### config.mk
export PLATFORM = sky130hd
export DESIGN_NAME = data_memory_port
export DESIGN_NICKNAME = d
export VERILOG_FILES = /design/src/rtl/memory_pkg.sv /design/src/rtl/address_check.sv /design/src/rtl/data_memory_port.sv
export SDC_FILE = /design/constraint.sdc
export NUM_CORES = 1
export LEC_CHECK = 0
export ABC_CLOCK_PERIOD_IN_PS = 2300
export BUFFER_PORTS_ARGS = -buffer_cell sky130_fd_sc_hd__buf_2
export CORE_MARGIN = 2
export CORE_UTILIZATION = 49
export DETAILED_ROUTE_END_ITERATION = 12
export HOLD_SLACK_MARGIN = 0.06
export PLACE_DENSITY_LB_ADDON = 0.3
export SLEW_MARGIN = 20
export SYNTH_ARGS = -nofsm -noshare
export SYNTH_HDL_FRONTEND = slang
export SYNTH_SLANG_ARGS = --single-unit
### constraint.sdc
create_clock -name clock -period 2.3 [get_ports clock]
set_input_delay 0 -clock clock [delete_from_list [all_inputs] [get_ports clock]]
set_output_delay 0 -clock clock [all_outputs]
set_load 0.005 [all_outputs]
### src/rtl/memory_pkg.sv
// rtl/memory_pkg.sv - shared types and constants for the data memory port
package memory_pkg;

  typedef enum logic [1:0] {
    IDLE    = 2'd0,
    ACCESS  = 2'd1,
    RESPOND = 2'd2
  } state_e;

  localparam int unsigned WORD_IDX_W = 8;
  localparam int unsigned BYTE_OFF_W = 3;

  // Offset bits that must be zero for an in-range, word-aligned access
  localparam logic [63:0] ALIGN_MASK = 64'h0000_0000_0000_0007;
  localparam logic [63:0] RANGE_MASK = 64'hFFFF_FFFF_FFFF_F800;

endpackage

### src/rtl/address_check.sv
// rtl/address_check.sv - alignment and range check of a RAM byte offset
module address_check
  import memory_pkg::*;
(
  input  logic [63:0]           offset_i,
  output logic                  error_o,
  output logic [WORD_IDX_W-1:0] word_index_o
);

  // Misaligned if any byte-lane bit is set, out of range if any bit above the RAM span is set
  assign error_o      = (|(offset_i & ALIGN_MASK)) | (|(offset_i & RANGE_MASK));
  assign word_index_o = offset_i[BYTE_OFF_W +: WORD_IDX_W];

endmodule

### src/rtl/data_memory_port.sv
// rtl/data_memory_port.sv - serialized request/response port to an external 256x64 RAM
module data_memory_port
  import memory_pkg::*;
#(
  parameter logic [63:0] BASE_ADDR = 64'h0,
  parameter int unsigned WORDS     = 256
) (
  input  logic                  clock,
  input  logic                  reset_n,
  input  logic                  req_valid,
  output logic                  req_ready,
  input  logic                  req_write,
  input  logic [63:0]           req_address,
  input  logic [63:0]           req_data,
  output logic                  resp_valid,
  input  logic                  resp_ready,
  output logic [63:0]           resp_data,
  output logic                  resp_error,
  output logic [WORD_IDX_W-1:0] ram_address,
  output logic [63:0]           ram_in,
  output logic                  ram_write,
  input  logic [63:0]           ram_out,
  output logic [15:0]           load_count,
  output logic [15:0]           store_count
);

  // The word index width is fixed by the package; any other depth is a build error
  if (WORDS != (1 << WORD_IDX_W)) begin : g_words_check
    $error("data_memory_port: WORDS must equal 2**WORD_IDX_W");
  end

  state_e state_q, state_d;

  logic                  write_q;
  logic [63:0]           data_q;
  logic [63:0]           offset_q;
  logic [63:0]           resp_data_q;
  logic                  resp_error_q;
  logic [15:0]           load_count_q;
  logic [15:0]           store_count_q;
  logic                  addr_error;
  logic [WORD_IDX_W-1:0] word_index;

  address_check u_address_check (
    .offset_i     (offset_q),
    .error_o      (addr_error),
    .word_index_o (word_index)
  );

  // State register
  always_ff @(posedge clock or negedge reset_n) begin
    if (!reset_n) begin
      state_q <= IDLE;
    end else begin
      state_q <= state_d;
    end
  end

  // Next state and handshake/RAM strobes; ram_write clears asynchronously with the state
  always_comb begin
    state_d    = state_q;
    req_ready  = 1'b0;
    resp_valid = 1'b0;
    ram_write  = 1'b0;
    case (state_q)
      IDLE: begin
        req_ready = 1'b1;
        if (req_valid) begin
          state_d = ACCESS;
        end
      end
      ACCESS: begin
        ram_write = write_q & ~addr_error;
        state_d   = RESPOND;
      end
      RESPOND: begin
        resp_valid = 1'b1;
        if (resp_ready) begin
          state_d = IDLE;
        end
      end
      default: state_d = IDLE;
    endcase
  end

  // Request capture, response registration and completion counters
  always_ff @(posedge clock or negedge reset_n) begin
    if (!reset_n) begin
      write_q       <= 1'b0;
      data_q        <= 64'h0;
      offset_q      <= 64'h0;
      resp_data_q   <= 64'h0;
      resp_error_q  <= 1'b0;
      load_count_q  <= 16'h0;
      store_count_q <= 16'h0;
    end else begin
      case (state_q)
        IDLE: begin
          if (req_valid) begin
            write_q  <= req_write;
            data_q   <= req_data;
            offset_q <= req_address - BASE_ADDR;
          end
        end
        ACCESS: begin
          resp_data_q  <= (!write_q && !addr_error) ? ram_out : 64'h0;
          resp_error_q <= addr_error;
        end
        RESPOND: begin
          if (resp_ready && !resp_error_q) begin
            if (write_q) begin
              store_count_q <= store_count_q + 16'd1;
            end else begin
              load_count_q <= load_count_q + 16'd1;
            end
          end
        end
        default: ;
      endcase
    end
  end

  assign ram_address = word_index;
  assign ram_in      = data_q;
  assign resp_data   = resp_data_q;
  assign resp_error  = resp_error_q;
  assign load_count  = load_count_q;
  assign store_count = store_count_q;

endmodule

==> impl_metrics.csv <==
group,metric,value,unit
critical_path,slowest_stage,"or4_4",
clock_tree,clock-sinks,228,
grt,first_global_vias,8886,
timing,finalCriticalPeriod,2.258,ns
synthesis,syn_inst,743,
synthesis,yosys.cell_count.top_type,"dfrtp_1",
pwr,ir_drop,0.8812,mV
floorplanning,die_y,144.1,um
place,place_hpwl,17.11,mm
synthesis,synth_top_area_cell,"dfrtp_1",
clock_tree,cts_root_buf,"clkbuf_16",
finish,drive_gt1_frac,0.4732,
timing,tightest_slew,0.6973,ns
floorplanning,initial_core_util,0.4975,
timing,fin_crit_sh,0.9816,
grt,grt_first_pass_wirelength,46.89,mm
critical_path,startpoint,"offset_q[37]",
run,maxCapViolations,0,
synthesis,yosysTopAreaCellShare,0.5931,
critical_path,cp.required,2.30,ns
critical_path,cp-start-kind,"flop",
hold_path,hp-class,"in -> async",
drt,dr.pass1.iters,4,
place,pre_cts_ws,0.1233,ns
clock_tree,cts_buffers,24,
critical_path,critical_path_class,"reg -> out",
clock_tree,cts_tree,"yes",
critical_path,slowest_delay,0.55,ns
place,io_buffers,368,
pwr,p_leak,0.006883,uW
finish,nets,1493,
floorplanning,die-area,20770,um^2
drt,vias_per_cell,5.401,
synthesis,synth_area,9619,um^2
finish,area_delta_synth_final,52.81,%
timing,report.final.slew_viol_count,0,
critical_path,cp-end-kind,"primary output",
grt,grt_max_degree,83,
floorplanning,placementRows,51,
timing,skew,0.02463,ns
drt,drtIter0Drc,366,
clock_tree,clk_pin_slew,0.06,ns
timing,timing.fmax,442.9,MHz
synthesis,synth_edf_count,0,
drt,routedWlPerCell,19.32,um
synthesis,yosys-top-cells-area,"dfrtp_1 (59%), mux2_2 (15%), o31ai_2 (5.2%)",
drt,antenna_left,0,
place,place_congestion,0.8035,
critical_path,crit_path_cell_trace,"or4_4 -> nor2_4 -> buf_12 -> nand2_2 -> nor4_2 -> buf_2",
grt,track_usage,0.2850,
clock_tree,clkLatencyLatePin,0.52,ns
critical_path,reg2reg_from,"offset_q[19]",
critical_path,crit_arrival,2.26,ns
clock_tree,cts.htree.levels,1,
synthesis,yosys-top-cells-count,"dfrtp_1 (228), mux2_2 (130), nand2_1 (83)",
synthesis,yosysSeqAreaShare,0.5931,
drt,via_count,8517,
clock_tree,clockBufferDepth,3,
synthesis,synth-seq-cells,228,
floorplanning,coreArea,19330,um^2
synthesis,ys_warn_count,0,
outcome,status,"finished, final reports clean",
floorplanning,num_io_pins,369,
pwr,power_density,955.9,nW/um^2
critical_path,path_max_fanout,14,
synthesis,avgSynthCellArea,12.95,um^2
timing,relSlewSlack,0.5351,
timing,hold_violations,0,
drt,drc,0,
timing,layout_setup_ws,0.04225,ns
drt,totalWireLength,30.46,mm
timing,hold_ws,0.07309,ns
timing,rsz0062_at_grt,"yes",
grt,grt-ovfl-total,0,
synthesis,synth-main-ff-cell,"dfrtp_1",
timing,setup_viol,0,
synthesis,yosysUniqueCellTypes,33,
synthesis,synth_fp_nets,942,
synthesis,synthArstFlopShare,1.000,
floorplanning,die_w,144.1,um
grt,antenna_found_initial,0,
state kept, by name, indices dropped and copies added, names as in the netlist:
register and count:
offset_q 64, load_count 16, store_count 16, resp_error 1, ram_in 64, state_q 2
resp_data 64, write_q 1
cells in the final DEF (no fill, tap or decap), types with 8 or more instances in the layout:
| cell | synthesis | layout |
|---|---|---|
| dlygate4sd3_1 | 0 | 195 |
| xnor2_1 | 15 | 15 |
| nor4_1 | 14 | 8 |
| clkbuf_16 | 0 | 24 |
| buf_12 | 0 | 12 |
| nor2_1 | 14 | 13 |
| o31ai_1 | 24 | 23 |
| buf_4 | 8 | 13 |
| xor2_1 | 15 | 15 |
| buf_2 | 11 | 367 |
| nand2_1 | 83 | 82 |
| nand4_1 | 74 | 74 |
| o31ai_2 | 40 | 41 |
| mux2_2 | 130 | 130 |
| dfrtp_1 | 228 | 228 |
layout make-up:
class | instances | area [um^2]
Sequential cell | 228 | 5705
Fill cell | 1175 | 4636
Timing Repair Buffer | 590 | 4185
Multi-Input combinational cell | 443 | 3627
Clock buffer | 30 | 673.1
Tap cell | 265 | 331.6
Clock inverter | 10 | 140.1
Inverter | 7 | 26.28
Antenna cell | 4 | 10.01
worst max-delay path: cells and delay by family (launching register included):
kind,cells,cell delay (ns)
DFF,1,0.38
buffers and inverters,2,0.34
and+or+nand+nor,4,1.03
cell families after synthesis:
| logic type | Yosys count | synth area share |
|---|---|---|
| buffers and inverters | 72 | 0.03655 |
| AO/OA/AOI/OAI | 67 | 0.07271 |
| AND/OR/NAND/NOR | 214 | 0.1155 |
| adder cells (fa/ha/maj) | 2 | 0.002601 |
| XOR/XNOR | 30 | 0.02732 |
| flip-flops | 228 | 0.5931 |
| multiplexers | 130 | 0.1522 |
worst paths after layout:
check	depth (start not counted)	to	slack, ns
max	6	ram_write	0.04
min	2	load_count[14]	0.07
max reg2reg	5	resp_data[57]	0.12
min reg2reg	1	store_count[15]	0.47
max in group asynchronous	3	offset_q[53]	1.48
min in group clock	3	ram_in[32]	0.12
power by group:
part | total (uW) | internal, uW | switching (uW)
logic | 4000 | 2190 | 1810
registers | 6020 | 5220 | 800
clock network | 4030 | 2400 | 1630
total | 14100 | 9820 | 4230
through the flow:
stage	setup TNS, ns	util	std cells	total power, uW	area [um^2]
2_1_floorplan	0	-	743	7973	9619
3_3_place_gp	0	0.6109	1333	9340	11810
4_1_cts	-0.03415	0.7582	1573	13830	14660
5_1_grt	-0.06764	0.7597	1573	14700	14690
6_report	0	0.7602	1577	14050	14700
3_5_place_dp	0	0.6109	1333	9488	11810
timing repair:
item / CTS / global route
hold buffers: 195 / 0
pin swaps: 4 / 2
setup buffers: 4 / 0
resized for setup: 4 / 6
gates cloned: 1 / 0
endpoints found under the hold margin: 424 / 0
endpoints found under the setup margin: 1 / 30
per-layer routing:
| metal | wire length (um) | vias up | part of all wire | global-route usage |
|---|---|---|---|---|
| li1 | - | 3804 | - | - |
| met1 | 11510 | 4235 | 0.38 | 0.3484 |
| met2 | 15850 | 385 | 0.52 | 0.5028 |
| met3 | 1965 | 93 | 0.065 | 0.05331 |
| met4 | 1139 | 0 | 0.037 | 0.1073 |
| met5 | 0 | - | 0 | 0 |
Note: power is estimated with default switching activity, not from simulation.
